==> src/rtl/score_player.sv <==
// Melody sequencer: walks a synchronous score ROM, holds each note code for
// its programmed number of beats, inserts a rest after every note, and
// reports the natural end of the score with a one-cycle done pulse.
module score_player #(
    parameter int BEAT_DIV = 25000000,
    parameter int GAP_CYC  = 2000000,
    parameter int ADDR_W   = 8
) (
    input  logic              clk,
    input  logic              rstn,
    input  logic              start,
    input  logic              stop,
    input  logic              loop_en,
    output logic [ADDR_W-1:0] rom_addr,
    input  logic [7:0]        rom_data,
    output logic [4:0]        note,
    output logic              playing,
    output logic              done
);

    localparam int TICK_W = (BEAT_DIV > 1) ? $clog2(BEAT_DIV) : 1;
    localparam int GAP_W  = (GAP_CYC > 1) ? $clog2(GAP_CYC) : 1;
    localparam logic [TICK_W-1:0] TICK_LAST = TICK_W'(BEAT_DIV - 1);
    localparam logic [GAP_W-1:0]  GAP_LAST  = GAP_W'((GAP_CYC > 0) ? GAP_CYC - 1 : 0);

    typedef enum logic [2:0] {
        S_IDLE,
        S_FETCH,
        S_LOAD,
        S_PLAY,
        S_GAP
    } state_e;

    state_e              state_q, state_d;
    logic [ADDR_W-1:0]   rom_addr_q, rom_addr_d;
    logic [4:0]          note_q, note_d;
    logic [2:0]          beat_q, beat_d;
    logic [TICK_W-1:0]   tick_q, tick_d;
    logic [GAP_W-1:0]    gap_q, gap_d;

    logic [2:0] dur;
    logic       tick_wrap;
    logic       note_end;
    logic       loop_restart;

    assign dur          = rom_data[2:0];
    assign tick_wrap    = (tick_q == TICK_LAST);
    assign note_end     = tick_wrap && (beat_q == 3'd1);
    // An end marker at address 0 never loops, so an empty score cannot spin forever.
    assign loop_restart = loop_en && (rom_addr_q != '0);

    // State and datapath registers, cleared asynchronously.
    always_ff @(posedge clk or negedge rstn) begin
        if (!rstn) begin
            state_q    <= S_IDLE;
            rom_addr_q <= '0;
            note_q     <= '0;
            beat_q     <= '0;
            tick_q     <= '0;
            gap_q      <= '0;
        end else begin
            // NOTE: non-blocking assignments so every register samples the pre-edge values.
            state_q    <= state_d;
            rom_addr_q <= rom_addr_d;
            note_q     <= note_d;
            beat_q     <= beat_d;
            tick_q     <= tick_d;
            gap_q      <= gap_d;
        end
    end

    // Next-state selection; stop overrides everything, including start.
    always_comb begin
        // NOTE: default first so no path leaves state_d unassigned (no latch).
        state_d = state_q;
        if (stop) begin
            state_d = S_IDLE;
        end else begin
            unique case (state_q)
                S_IDLE:  if (start) state_d = S_FETCH;
                S_FETCH: state_d = S_LOAD;
                S_LOAD: begin
                    if (dur != 3'd0)       state_d = S_PLAY;
                    else if (loop_restart) state_d = S_FETCH;
                    else                   state_d = S_IDLE;
                end
                S_PLAY: begin
                    if (note_end) state_d = (GAP_CYC == 0) ? S_FETCH : S_GAP;
                end
                S_GAP: begin
                    if (gap_q == GAP_LAST) state_d = S_FETCH;
                end
                default: state_d = S_IDLE;
            endcase
        end
    end

    // Datapath updates: address walk, note latch, beat/tick/gap counters.
    always_comb begin
        rom_addr_d = rom_addr_q;
        note_d     = note_q;
        beat_d     = beat_q;
        tick_d     = tick_q;
        gap_d      = gap_q;
        if (stop) begin
            rom_addr_d = '0;
            note_d     = '0;
            beat_d     = '0;
            tick_d     = '0;
            gap_d      = '0;
        end else begin
            unique case (state_q)
                S_IDLE: begin
                    note_d = '0;
                    if (start) rom_addr_d = '0;
                end
                S_LOAD: begin
                    if (dur != 3'd0) begin
                        note_d = rom_data[7:3];
                        beat_d = dur;
                        tick_d = '0;
                    end else if (loop_restart) begin
                        rom_addr_d = '0;
                    end
                end
                S_PLAY: begin
                    tick_d = tick_wrap ? '0 : tick_q + TICK_W'(1);
                    if (tick_wrap) beat_d = beat_q - 3'd1;
                    if (note_end) begin
                        rom_addr_d = rom_addr_q + ADDR_W'(1);
                        note_d     = '0;
                        gap_d      = '0;
                    end
                end
                S_GAP:   gap_d = gap_q + GAP_W'(1);
                default: ;
            endcase
        end
    end

    // Outputs: done marks the LOAD cycle that ends the score without looping.
    always_comb begin
        playing = (state_q != S_IDLE);
        done    = (state_q == S_LOAD) && !stop && (dur == 3'd0) && !loop_restart;
    end

    assign rom_addr = rom_addr_q;
    assign note     = note_q;

endmodule
==> config.mk <==
export PLATFORM = sky130hd
export DESIGN_NAME = score_player
export DESIGN_NICKNAME = d
export VERILOG_FILES = /design/src/rtl/score_player.sv
export SDC_FILE = /design/constraint.sdc
export NUM_CORES = 1
export LEC_CHECK = 0
export ABC_AREA = 1
export BUFFER_PORTS_ARGS = -buffer_cell sky130_fd_sc_hd__buf_2
export CAP_MARGIN = 0
export CORE_MARGIN = 4
export CORE_UTILIZATION = 50
export DETAILED_ROUTE_END_ITERATION = 10
export GPL_ROUTABILITY_DRIVEN = 0
export HOLD_SLACK_MARGIN = 0.06
export PLACE_DENSITY_LB_ADDON = 0.3
export SYNTH_ARGS = -nofsm -noshare
export SYNTH_HDL_FRONTEND = slang
export SYNTH_SLANG_ARGS = --single-unit
==> constraint.sdc <==
create_clock -name clk -period 1.8 [get_ports clk]
set_input_delay 0.27 -clock clk [delete_from_list [all_inputs] [get_ports clk]]
set_output_delay 0.27 -clock clk [all_outputs]
set_load 0.005 [all_outputs]
After elaboration in Yosys (flattened, before gate mapping)
Index checks and enable logic that the tools add are counted.
Word-level totals
  register bits after elaboration: 65
  input bits: 13
  output and inout port bits: 15
  logic and storage cells: 73
Cells by class
  $add $sub $neg: 4
  eq/ne operators: 14
  mux-type cells: 28
  reduce and logical (&&, ||, !) cells: 21
Operators with widths (count)
  2-to-1 mux 25 bit: 3
  case mux 25 bit (2 select lines): 1
  2-to-1 mux 21 bit: 2
  case mux 21 bit (2 select lines): 1
  2-to-1 mux 8 bit: 5
  adder 25 x 1 -> 25 bit (second input constant): 1
  equality test 25 bit (second input constant): 1
  case mux 8 bit (3 select lines): 1
  adder 21 x 1 -> 21 bit (second input constant): 1
  equality test 21 bit (second input constant): 1
  2-to-1 mux 3 bit: 7
  inequality test 3 bit (second input constant): 7
  2-to-1 mux 5 bit: 3
  case mux 3 bit (5 select lines): 1
  case mux 5 bit (3 select lines): 1
  nonzero test 3 bit: 4
  AND reduction 3 bit: 3
  adder 8 x 1 -> 8 bit (second input constant): 1
  nonzero test 8 bit: 1
  equality test 3 x 1 -> 1 bit (second input constant): 2
  equality test 3 x 2 -> 1 bit (second input constant): 2
  logical NOT 3 bit: 2
  case mux 3 bit (2 select lines): 1
  logical AND 1 bit: 5
  8 further kinds: 10

Depth between registers and ports, before layout
Gate-level depths: netlist of the first run.
  word-level depth: 6
  depth in mapped cells: 11
  gate-level depth less buffers: 11

Worst setup path before layout of the first run
OpenSTA, ideal clock, no wires.
  path type: register to register
  from: reg tick_q[1]
  to: reg gap_q[11]
  setup time: 117 ps
  data arrival time: 1511 ps
  data required time: 1683 ps
  slack: 171 ps
  stages on the path, launching flop included: 12
  path buffers: 1
  period minus slack after synthesis: 1629 ps
  cells stage by stage: dfrtp_1 -> ha_1 -> inv_1 -> nor2_4 -> nand2_2 -> nor2_2 -> nand2_2 -> o21bai_4 -> nand2_4 -> buf_6 -> nand2_1 -> nand2_1
On the way
  word-level cells in the longest chain between the ends: 4
RTL lines
  start: declaration: line 38  | logic [TICK_W-1:0] tick_q, tick_d;
  start signal: assignment: line 67  | tick_q <= tick_d;
  equality test 25 bit: line 47  | assign tick_wrap = (tick_q == TICK_LAST);
  logical AND 1 bit: line 48  | assign note_end = tick_wrap && (beat_q == 3'd1);
  inequality test 3 bit (no source line)
  AND reduction 2 bit (no source line)
  end signal: assignment: line 68  | gap_q <= gap_d;
  end: declaration: line 39  | logic [GAP_W-1:0] gap_q, gap_d;
No other way between the ends.
A chain may end at the register's enable or synchronous reset.

Worst setup path in the final report of the first run
  from: reg rom_addr_q[0] (netlist: rom_addr[0])
  to: out done
On the way
  word-level cells in the longest chain between the ends: 4
RTL lines
  start: declaration: line 35  | logic [ADDR_W-1:0] rom_addr_q, rom_addr_d;
  start signal: assignment: line 64  | rom_addr_q <= rom_addr_d;
  nonzero test 8 bit: line 50  | assign loop_restart = loop_en && (rom_addr_q != '0);
  logical AND 1 bit: line 50
  logical NOT 1 bit: line 144  | done = (state_q == S_LOAD) && !stop && (dur == 3'd0) && !loop_restart;
  logical AND 1 bit: line 144
  end: declaration: line 18  | output logic done
No other way between the ends.

==> results of run 1 <==
## how the worst max path moves through the flow
stage / start / endpoint / slack [ns] / depth (start not counted)
finish: rom_addr[0] / done / 0.05 / 7
global route: tick_q[1] / tick_q[24] / -0.05 / 9
CTS: rom_addr[0] / done / 0.009 / 7
detailed placement: tick_q[1] / tick_q[8] / 0.04 / 10
global placement: tick_q[1] / tick_q[8] / 0.13 / 10
floorplan: tick_q[1] / gap_q[11] / 0.17 / 11
## routing by layer
layer	part of all wire, %	up-vias	GRT usage, %
li1	-	2242	-
met3	5.2	24	3.168
met5	0	-	0
met2	49	157	38.98
met4	2.2	0	8.078
met1	44	2110	29.11
## worst reg2reg max path, cell delays in order, from the launching register on
cell      delay (ns)
dfrtp_2         0.45
inv_2           0.08
nand2_1         0.11
nor2_4          0.19
nand2_4         0.12
o21bai_4        0.22
buf_12          0.15
buf_6           0.12
nand3b_1        0.09
nand2_1         0.06
## cell type report
class                      instances  area, um2  share of cell area [%]
multi-input combinational        503       2481                   47.92
sequential                        65       1632                   31.51
timing repair buffer              60      425.4                   8.217
inverter                          78      297.8                   5.752
clock buffer                      12      145.1                   2.803
tap                              105      131.4                   2.537
clock inverter                     3      65.06                   1.257
## timing repair
| action | 4_1_cts | 5_1_grt |
|---|---|---|
| buffers inserted | 1 | 10 |
| hold buffers | 1 | 0 |
| pin swaps | 0 | 9 |
| cloned | 0 | 1 |
| endpoints found under the setup margin | 1 | 60 |
| gates resized for setup | 2 | 31 |
| endpoints found under the hold margin | 65 | 0 |
## cells by family after synthesis
logic type | count (synthesis)
flops | 65
fa+ha+maj | 6
xor+xnor | 5
buf+inv | 89
compound gates | 40
simple gates | 451
## state kept, by name (all words and copies together), names as in the netlist
signal    count
tick_q       25
gap_q        21
rom_addr      8
note          5
beat_q        3
state_q       3
## cells in the final DEF, fill, tap and decap left out, drive strengths merged, types with 4 or more instances in the layout
cell / netlist / routed
nand4: 49 / 49
buf: 9 / 59
inv: 77 / 77
nor2: 97 / 97
nor4: 4 / 4
nor3: 16 / 16
o21bai: 4 / 4
nand3: 43 / 43
a21oi: 9 / 9
nand3b: 5 / 5
dfrtp: 65 / 65
o21ai: 25 / 25
nand2: 232 / 233
clkbuf: 2 / 12
ha: 6 / 6
xor2: 4 / 4
## power breakdown
group / switching [mW] / leakage [nW] / internal, mW
combinational: 0.807 / 1.41 / 0.439
sequential: 0.0673 / 0.895 / 1.55
clock: 0.562 / 0.106 / 0.810
==> metrics, run 1 <==
status completed; Final WS setup around 0.055 ns; maximum VDD drop 0.4282 mV; classification of the worst setup path reg -> out; main combinational cell family by area after synthesis simple AND/OR/NAND/NOR gates; capture point of the worst reg-to-reg path note[1]; maximum fanout along the worst path 3; dpl ws 0.03513 ns; area enclosed by the die boundary a little over 10,000 um2; Finished Cell Area ~5200 um2; TritonCTS clock tree done; post-synthesis cell count 656; distinct cell type count after synthesis 35; Most common cell on crit path nand2_1; number of I/O pins 28; RSZ-0062 raised after global routing yes; wire per inst 13.61 um; area fraction in and, or, nand and nor cells after synthesis 46.25%; highest cell delay on the worst timing path 0.39 ns; cell chain of the critical path inv_2, ha_1, nand2_1, nor2_1, nand2_1, a21oi_2, buf_2; starting density of the core about 52%; startpoint type of the worst setup path flop; Cell Area, Synth 4393 um2; count of flip-flops with a built-in enable after synthesis 0; setup TNS after final layout 0 ns; Placeable Area 8382 um2; total detailed-routing wirelength 11,240 um; Worst Setup End Kind output pin; Slew Viols, Final 0; clock-pin slew on the worst setup and hold paths 0.07 ns; layout cell share with drive strength beyond 1 17.34%; first-pass GRT wire length between 15,000 and 20,000 um; proportion of synthesized chip area in sequential cells between 30% and 40%; leakage power of the design 2.410 nW; number of antenna cells inserted 0; Detail Placement HPWL 7873 um; Fin Clk Skew 0.008339 ns; total global routing track utilization approximately 23%; Clock Latency Late Sink 0.35 ns; WHS Endpoint note[3]; reg-to-reg critical path startpoint state_q[2]; post-synthesis sequential element count between 60 and 70; overall power of the completed layout roughly 4.2 mW; count of routing violations after the opening detailed-route iteration 296; area share of the largest cell type after synthesis 37.03%; power density relative to cell area 817.4 nW/um2; final worst-path cycle share 96.96%; Final Critical Period approximately 1.7 ns; Buf/Inv on CP 2; Vias/cell 5.488; DRC viols 0; number of max-capacitance violations reported 0; number of cells traversed by the worst register-to-register path 9; CP max-delay cell dfrtp_1; count of clock tree sinks 65; Worst Hold Margin 0.2262 ns; synth top area cells dfrtp_1, nand2_1, nor2_1, nand4_1, inv_1; Clock Tree Buf Depth 2; length of the first detailed-routing pass in iterations 5; initial antenna violation count 0; data arrival at the endpoint of the critical path 1.48 ns; worst hold path stage count 4; overall overflow remaining after global route 0; largest net degree at the start of global routing 66; cts bufs inserted 9; CTS H-tree depth 3; site row count 33; final core area utilization 61.77%; share of synthesized cell area in full adder, half adder and majority cells 1.709%; Final setup violation count 0; Post-Syn Area per Cell roughly 6.7 um2; Worst Tran Pin Value 0.4545 ns; required arrival time at the worst endpoint 1.53 ns; number of endpoints with negative hold slack in the final report 0; Syn. warnings 0; DRT antenna net count 0; floorplan die width between 100 and 150 um; type of the tightest min-delay check in -> reg; synth cell count leaders nand2_1, nor2_1, inv_1; final-stage net count 736; count leader, synth nand2_1; post-layout instance count excluding filler cells 826; root buf cell clkbuf_8; synthesized-area fraction occupied by xor and xnor cells 0.9969%; launch point of the worst hold path rom_data[6]; total of fill cells in the finished design around 740; Max-slew headroom between 60% and 70%; share of synthesized registers carrying an async set or reset between 90% and 100%; Layout Area Growth over Synthesis 17.86%; number of placed instances with taps included roughly 800; Register-to-Register Setup Slack ~0.10 ns; Fmax 0.5730 GHz; placed standard-cell area 4747 um2; Post-Synthesis Net Count 675; share of synthesized area spent on multiplexers 0%; via count of the routed design approximately 4,500; prevailing post-synth register cell dfrtp_1; most area-hungry cell type in the Yosys netlist dfrtp_1; delay-heaviest family, CP flip-flops; fraction of the mapped netlist area in compound gates 5.469%; count of port buffers added during placement 27; vias in the first global route between 4,000 and 5,000; vertical extent of the die 101.7 um
No activity file was read; power rests on OpenSTA's default activity.
==> run 2: changes to the inputs <==
==> constraint.sdc (replaced) <==
create_clock -name clk -period 1.46 [get_ports clk]
set_input_delay 0.219 -clock clk [delete_from_list [all_inputs] [get_ports clk]]
set_output_delay 0.219 -clock clk [all_outputs]
set_load 0.005 [all_outputs]
==> run 2 against run 1 <==
  * The flow now finishes with violations (negative setup slack)
  * Hold slack got worse by 0.043 ns
  * Register-to-register slack got worse by 0.36 ns
  * Worst setup slack got worse by 0.36 ns
  * Critical path depth unchanged
  * Sequential cell count unchanged
  * Cell count increased by 12%
  * Non-clock buffer count increased by 95
  * Largest cell class unchanged
==> metrics, run 2 (same netlist as run 1, synthesis figures left out) <==
status finished with violations; violations in the final reports negative setup slack; site row count 33 (unchanged); TritonCTS clock tree done; Finished Cell Area 6319 um2 (+22%); register name with the most flops tick_q; Placeable Area 8382 um2 (unchanged); final worst-path cycle share 121.2%; total detailed-routing wirelength 15,120 um (+35%); count of port buffers added during placement 27 (unchanged); multi-input logic area 2796 um2 (+13%); power share of the sequential group 33.1% (-5.0 points); dpl ws -0.2240 ns (-0.2591 ns); RSZ-0062 raised after global routing yes; CTS H-tree depth 3 (unchanged); layout cell share with drive strength beyond 1 34.02% (+17 points); total of fill cells in the finished design 551 (-26%); relative contribution of combinational cells to total power 43.2% (+14 points); startpoint type of the worst setup path flop; type of the tightest min-delay check in -> reg; first-pass GRT wire length 23,240 um (+22%); area enclosed by the die boundary 10,350 um2 (unchanged); leading cell types in the layout, fill and taps excluded nand2_1, buf_4, nor2_1; number of I/O pins 28 (unchanged); DRC viols 0 (unchanged); via count of the routed design 5,386 (+19%); DRT antenna net count 0 (unchanged); starting density of the core 52.41% (unchanged); largest net degree at the start of global routing 37 (-44%); count of clock tree sinks 65 (unchanged); Clock Latency Late Sink 0.35 ns (about the same); Vias/cell 5.823 (+6.1%); capture point of the worst reg-to-reg path tick_q[24]; number of endpoints with negative hold slack in the final report 0 (unchanged); WHS Endpoint note[4]; maximum VDD drop 0.8604 mV (+100%); wire length on met3 1250 um (+120%); Worst Setup End Kind output pin; Detail Placement HPWL 8764 um (+11%); cts bufs inserted 9 (unchanged); Slew Viols, Final 0 (unchanged); vertical extent of the die 101.7 um (unchanged); Met1 Wirelength 5610 um (+13%); leakage power of the design 2.984 nW (+24%); maximum fanout along the worst path 2 (-1); Worst Tran Pin Value 0.4789 ns (+0.02436 ns); detailed-routed wire length on met2 7441 um (+36%); setup TNS after final layout -11.45 ns (-11.45 ns); initial antenna violation count 0 (unchanged); final-stage net count 834 (+13%); count of routing violations after the opening detailed-route iteration 500 (+69%); Fmax roughly 0.56 GHz; number of antenna cells inserted 0 (unchanged); overall overflow remaining after global route 0 (unchanged); reg-to-reg critical path startpoint tick_q[1]; length of the first detailed-routing pass in iterations 9 (+4); classification of the worst setup path reg -> out; data arrival at the endpoint of the critical path 1.55 ns (+0.07 ns); number of flip-flops in the largest register 25 (unchanged); vias in the first global route 5,117 (+19%); Final WS setup -0.3100 ns (-0.3648 ns); highest metal layer with signal wires met4; Final Critical Period 1.770 ns; Layout Area Growth over Synthesis 43.83%; overall power of the completed layout 6.057 mW (+43%); required arrival time at the worst endpoint 1.24 ns (-0.29 ns); Max-slew headroom 68.07% (-1.4 points); power density relative to cell area 958.6 nW/um2 (+17%); cell-internal power 3.749 mW (+34%); Register-to-Register Setup Slack -0.26 ns (-0.36 ns); worst hold path stage count 4 (unchanged); clock-pin slew on the worst setup and hold paths 0.08 ns (about the same); placed standard-cell area 5358 um2 (+13%); Clk network pwr share 23.7% (-8.7 points); leading cell type in the layout, fill and taps excluded nand2_1; Fin Clk Skew 0.01503 ns (+0.006691 ns); total global routing track utilization 28.22% (+5.6 points); wire per inst 16.35 um (+20%); switching fraction of total power 38.11% (+4.2 points); net switching power 2.308 mW (+61%); launch point of the worst hold path rom_data[7]; Sequential cell area 1627 um2 (-0.31%); Clock Tree Buf Depth 2 (unchanged); number of max-capacitance violations reported 0 (unchanged); floorplan die width 101.7 um (unchanged); Final setup violation count 64 (+64); number of cells traversed by the worst register-to-register path 9 (unchanged); root buf cell clkbuf_8
run 2: cell types whose count changed in the layout (fill, tap and decap cells not counted), moves of 8 or more:
cell and delta:
nor2_1 -10, nor2_4 +10, o21ai_0 -9, nand2_2 +16
nand2_1 -24, buf_4 +81, buf_6 +8, nand2_4 +9
o21ai_2 +8
run 2: metal layers:
metal,GRT usage [%],up-vias
li1,-,2455
met3,4.477,105
met4,15.44,0
met2,47.23,348
met1,34.75,2478
met5,0,-
run 2: worst max path at each step:
stage / start / endpoint / slack [ns]
global placement: tick_q[1] / state_q[2] / -0.17
global route: rom_addr[0] / done / -0.37
CTS: rom_addr[0] / done / -0.20
floorplan: tick_q[1] / gap_q[11] / -0.14
detailed placement: tick_q[1] / gap_q[6] / -0.22
finish: rom_addr[0] / done / -0.31
run 2: metrics by stage:
stage / util (%) / instances / hold slack (ns)
floorplan: - / 656 / -0.07659
global placement: 63.92 / 872 / 0.1820
detailed placement: 63.92 / 872 / 0.1931
CTS: 72.40 / 915 / 0.1783
global route: 75.38 / 925 / 0.1824
finish: 75.38 / 925 / 0.1828
run 2: what timing repair did:
action | in CTS | in global routing
cloned | 5 | 1
pin swaps | 27 | 25
setup buffers | 21 | 11
hold buffers | 1 | 0
endpoints found under the hold margin | 16 | 0
endpoints found under the setup margin | 61 | 64
resized for setup | 79 | 46
run 2: critical path, stage by stage, from the launching register on:
cell	delay [ns]
dfrtp_1	0.40
inv_2	0.09
ha_4	0.13
nand2_2	0.05
nor2_2	0.15
nand2_2	0.10
a21oi_2	0.15
buf_2	0.13
run 2: final cells by class:
cell class,instances,share of cell area [%]
timing repair inverter,1,0.1782
multi-input combinational,505,44.26
inverter,78,4.792
clock inverter,6,0.6931
timing repair buffer,155,20.08
sequential,65,25.74
clock buffer,10,2.178
tap,105,2.079
run 2: power by group through the flow:
stage	logic, mW	clock network [mW]	registers [mW]
finish	2.61	1.43	2.01
global route	2.80	1.53	2.02
CTS	2.36	1.44	1.98
detailed placement	1.64	0	2.00
global placement	1.60	0	2.00
floorplan	0.986	0	2.01
==> run 3: changes to the inputs <==
--- a/config.mk
+++ b/config.mk
@@ -5,7 +5,6 @@
 export SDC_FILE = /design/constraint.sdc
 export NUM_CORES = 1
 export LEC_CHECK = 0
-export ABC_AREA = 1
 export BUFFER_PORTS_ARGS = -buffer_cell sky130_fd_sc_hd__buf_2
 export CAP_MARGIN = 0
 export CORE_MARGIN = 4
==> run 3 against run 2 <==
  * Power fell by 30%
  * Worst setup slack got worse by 0.66 ns
  * Largest cell class unchanged
  * Sequential share of layout area up 0.61 points
  * Critical path depth grew 2
  * Clock skew down 0.0044 ns
  * Combinational power is 68% lower
  * Hold slack got worse by 0.068 ns
  * Core utilization increased by 9.2 points
  * Maximum frequency fell by 27%
  * Highest routed layer unchanged
  * The flow still finishes with violations (negative setup slack)
  * Sequential cell count unchanged
  * Non-clock buffer count up 15
==> metrics, run 3 <==
status finished with violations; violations in the final reports negative setup slack; switching fraction of total power 28.61% (-9.5 points); via count of the routed design 4,761 (-12%); leakage power of the design 2.767 nW (-7.3%); Worst Setup End Kind flop; number of antenna cells inserted 0 (unchanged); number of flip-flops in the largest register 25 (unchanged); overall power of the completed layout 4.267 mW (-30%); synth cell count leaders dfrtp_1, nand2_1, nor2_1; final-stage net count 593 (-29%); maximum fanout along the worst path 5 (+3); Slew Viols, Final 0 (unchanged); RSZ-0062 raised after global routing yes; Placeable Area 7331 um2 (-13%); DRC viols 0 (unchanged); type of the tightest min-delay check in -> reg; Final WS setup -0.9712 ns (-0.6612 ns); final core area utilization 84.54% (+9.2 points); Fmax 0.4113 GHz (-27%); final worst-path cycle share 166.5% (+45 points); clock-pin slew on the worst setup and hold paths 0.08 ns (about the same); classification of the worst setup path reg -> reg; root buf cell clkbuf_8; wire per inst 25.92 um (+59%); proportion of synthesized chip area in sequential cells 42.69% (+5.7 points); synth top area cells dfrtp_1, nand2_1, a21oi_1, a31oi_1, nand4_1; total detailed-routing wirelength 17,570 um (+16%); count leader, synth dfrtp_1; length of the first detailed-routing pass in iterations 6 (-3); initial antenna violation count 0 (unchanged); Layout Area Growth over Synthesis 62.66%; layout cell share with drive strength beyond 1 50.95% (+17 points); largest net degree at the start of global routing 66 (+78%); number of max-capacitance violations reported 0 (unchanged); fraction of the mapped netlist area in compound gates 19.90% (+14 points); power density relative to cell area 688.6 nW/um2 (-28%); count of port buffers added during placement 27 (unchanged); share of synthesized cell area in full adder, half adder and majority cells 1.970% (+0.26 points); synthesized-area fraction occupied by xor and xnor cells 3.678% (+2.7 points); number of placed instances with taps included 630 (-28%); Clock Latency Late Sink 0.36 ns (about the same); site row count 31 (-6.1%); net switching power 1.221 mW (-47%); area enclosed by the die boundary 9080 um2 (-12%); Worst Hold Margin 0.1148 ns (-0.06806 ns); maximum VDD drop 0.5215 mV (-39%); share of synthesized registers carrying an async set or reset 100.0% (unchanged); post-synthesis sequential element count 65 (unchanged); CTS H-tree depth 3 (unchanged); distinct cell type count after synthesis 65 (+86%); relative contribution of combinational cells to total power 19.6% (-24 points); area fraction in and, or, nand and nor cells after synthesis 26.21% (-20 points); Post-Synthesis Net Count 429 (-36%); Max-slew headroom 44.27% (-24 points); Final Critical Period 2.431 ns (+0.6612 ns); Syn. warnings 0 (unchanged); Final setup violation count 67 (+4.7%); leading cell types in the layout, fill and taps excluded buf_4, dfrtp_1, nand2_1; placed standard-cell area 4926 um2 (-8.1%); leading cell type in the layout, fill and taps excluded buf_4; post-synthesis cell count 410 (-38%); Finished Cell Area 6197 um2 (-1.9%); overall overflow remaining after global route 0 (unchanged); floorplan die width 95.29 um (-6.3%); count of clock tree sinks 65 (unchanged); area share of the largest cell type after synthesis 42.69% (+5.7 points); Detail Placement HPWL 7271 um (-17%); starting density of the core 51.97% (-0.44 points); Clk network pwr share 36.8% (+13 points); cts bufs inserted 9 (unchanged); Worst Tran Pin Value 0.8241 ns (+0.3453 ns); required arrival time at the worst endpoint 1.70 ns (+0.46 ns); main combinational cell family by area after synthesis simple AND/OR/NAND/NOR gates; power share of the sequential group 43.6% (+10 points); cell-internal power 3.046 mW (-19%); first-pass GRT wire length 23,180 um (-0.27%); total global routing track utilization 33.68% (+5.5 points); Post-Syn Area per Cell 9.292 um2 (+39%); count of flip-flops with a built-in enable after synthesis 0 (unchanged); startpoint type of the worst setup path flop; vias in the first global route 4,444 (-13%); Vias/cell 7.022 (+21%); number of endpoints with negative hold slack in the final report 0 (unchanged); post-layout instance count excluding filler cells 678 (-27%); Fin Clk Skew 0.01067 ns (-0.004358 ns); data arrival at the endpoint of the critical path 2.67 ns (+1.12 ns); Clock Tree Buf Depth 2 (unchanged); register name with the most flops tick_q; vertical extent of the die 95.29 um (-6.3%); most area-hungry cell type in the Yosys netlist dfrtp_1; number of I/O pins 28 (unchanged); DRT antenna net count 0 (unchanged); count of routing violations after the opening detailed-route iteration 708 (+42%); Cell Area, Synth 3810 um2 (-13%); share of synthesized area spent on multiplexers 1.872% (+1.9 points); TritonCTS clock tree done; prevailing post-synth register cell dfrtp_1
-- run 3: cell count changes after synthesis, moves of 7 or more --
cell,before,now
nand4_1,48,20
inv_1,73,14
clkbuf_1,2,9
a31oi_1,0,20
xor2_1,4,11
a21oi_1,8,25
and3_1,1,15
nor2_1,89,32
nand2_2,10,0
nand3_1,43,14
nand2_1,220,40
-- run 3: power groups by stage --
stage	sequential [mW]	combinational [mW]	clock [mW]
CTS	1.85	0.724	1.52
detailed placement	1.88	0.512	0
global placement	1.88	0.494	0
global route	1.86	0.866	1.65
floorplan	1.88	0.259	0
finish	1.86	0.837	1.57
-- run 3: worst paths after layout --
| kind | from | end | slack (ns) | depth (start not counted) |
|---|---|---|---|---|
| max | tick_q[10] | tick_q[23] | -0.97 | 9 |
| min | rom_data[4] | note[1] | 0.11 | 3 |
| max reg2reg | tick_q[10] | tick_q[23] | -0.97 | 9 |
| min reg2reg | note[4] | note[4] | 0.53 | 2 |
| max in group asynchronous | rstn | tick_q[6] | 0.67 | 3 |
| min in group asynchronous | rstn | note[1] | 0.47 | 3 |
-- run 3: kinds of logic after synthesis --
logic type | after synthesis
flops | 65
compound gates | 109
mux | 7
xor+xnor | 16
buf+inv | 32
simple gates | 175
fa+ha+maj | 6
-- run 3: through the flow --
stage	setup slack [ns]	setup TNS (ns)
detailed placement	-0.3606	-18.69
global placement	-0.3398	-17.81
CTS	-0.6355	-18.47
finish	-0.9712	-51.74
global route	-0.9350	-53.02
floorplan	-0.3752	-17.32
-- run 3: area by class of cell --
cell class	instances	area, um2
clock buffers	13	148.9
repair buffers	170	1481
clock inverters	3	40.04
fillers	307	1134
multi-input cells	314	2718
inverters	14	52.55
flip-flops and latches	65	1633
well taps	99	123.9
-- run 3: what timing repair did --
| item | CTS | global route |
|---|---|---|
| gates cloned | 6 | 0 |
| hold buffers | 1 | 0 |
| endpoints found under the setup margin | 67 | 67 |
| resized for setup | 110 | 58 |
| hold endpoints to repair | 65 | 0 |
| setup buffers | 20 | 11 |
| pin swaps | 51 | 34 |
-- run 3: critical path: stages, from the launching register on --
cell,delay [ns]
dfrtp_1,0.38
buf_4,0.12
buf_4,0.10
buf_4,0.11
nand4_1,0.21
nor4_4,0.28
buf_4,0.21
nand4_1,0.38
xor2_2,0.45
nor2_4,0.06
-- run 3: per-layer routing --
metal | share of wire [%] | global-route usage (%)
met1 | 33 | 40.22
met2 | 45 | 51.90
met3 | 12 | 8.603
met4 | 9.0 | 25.48
met5 | 0 | 0
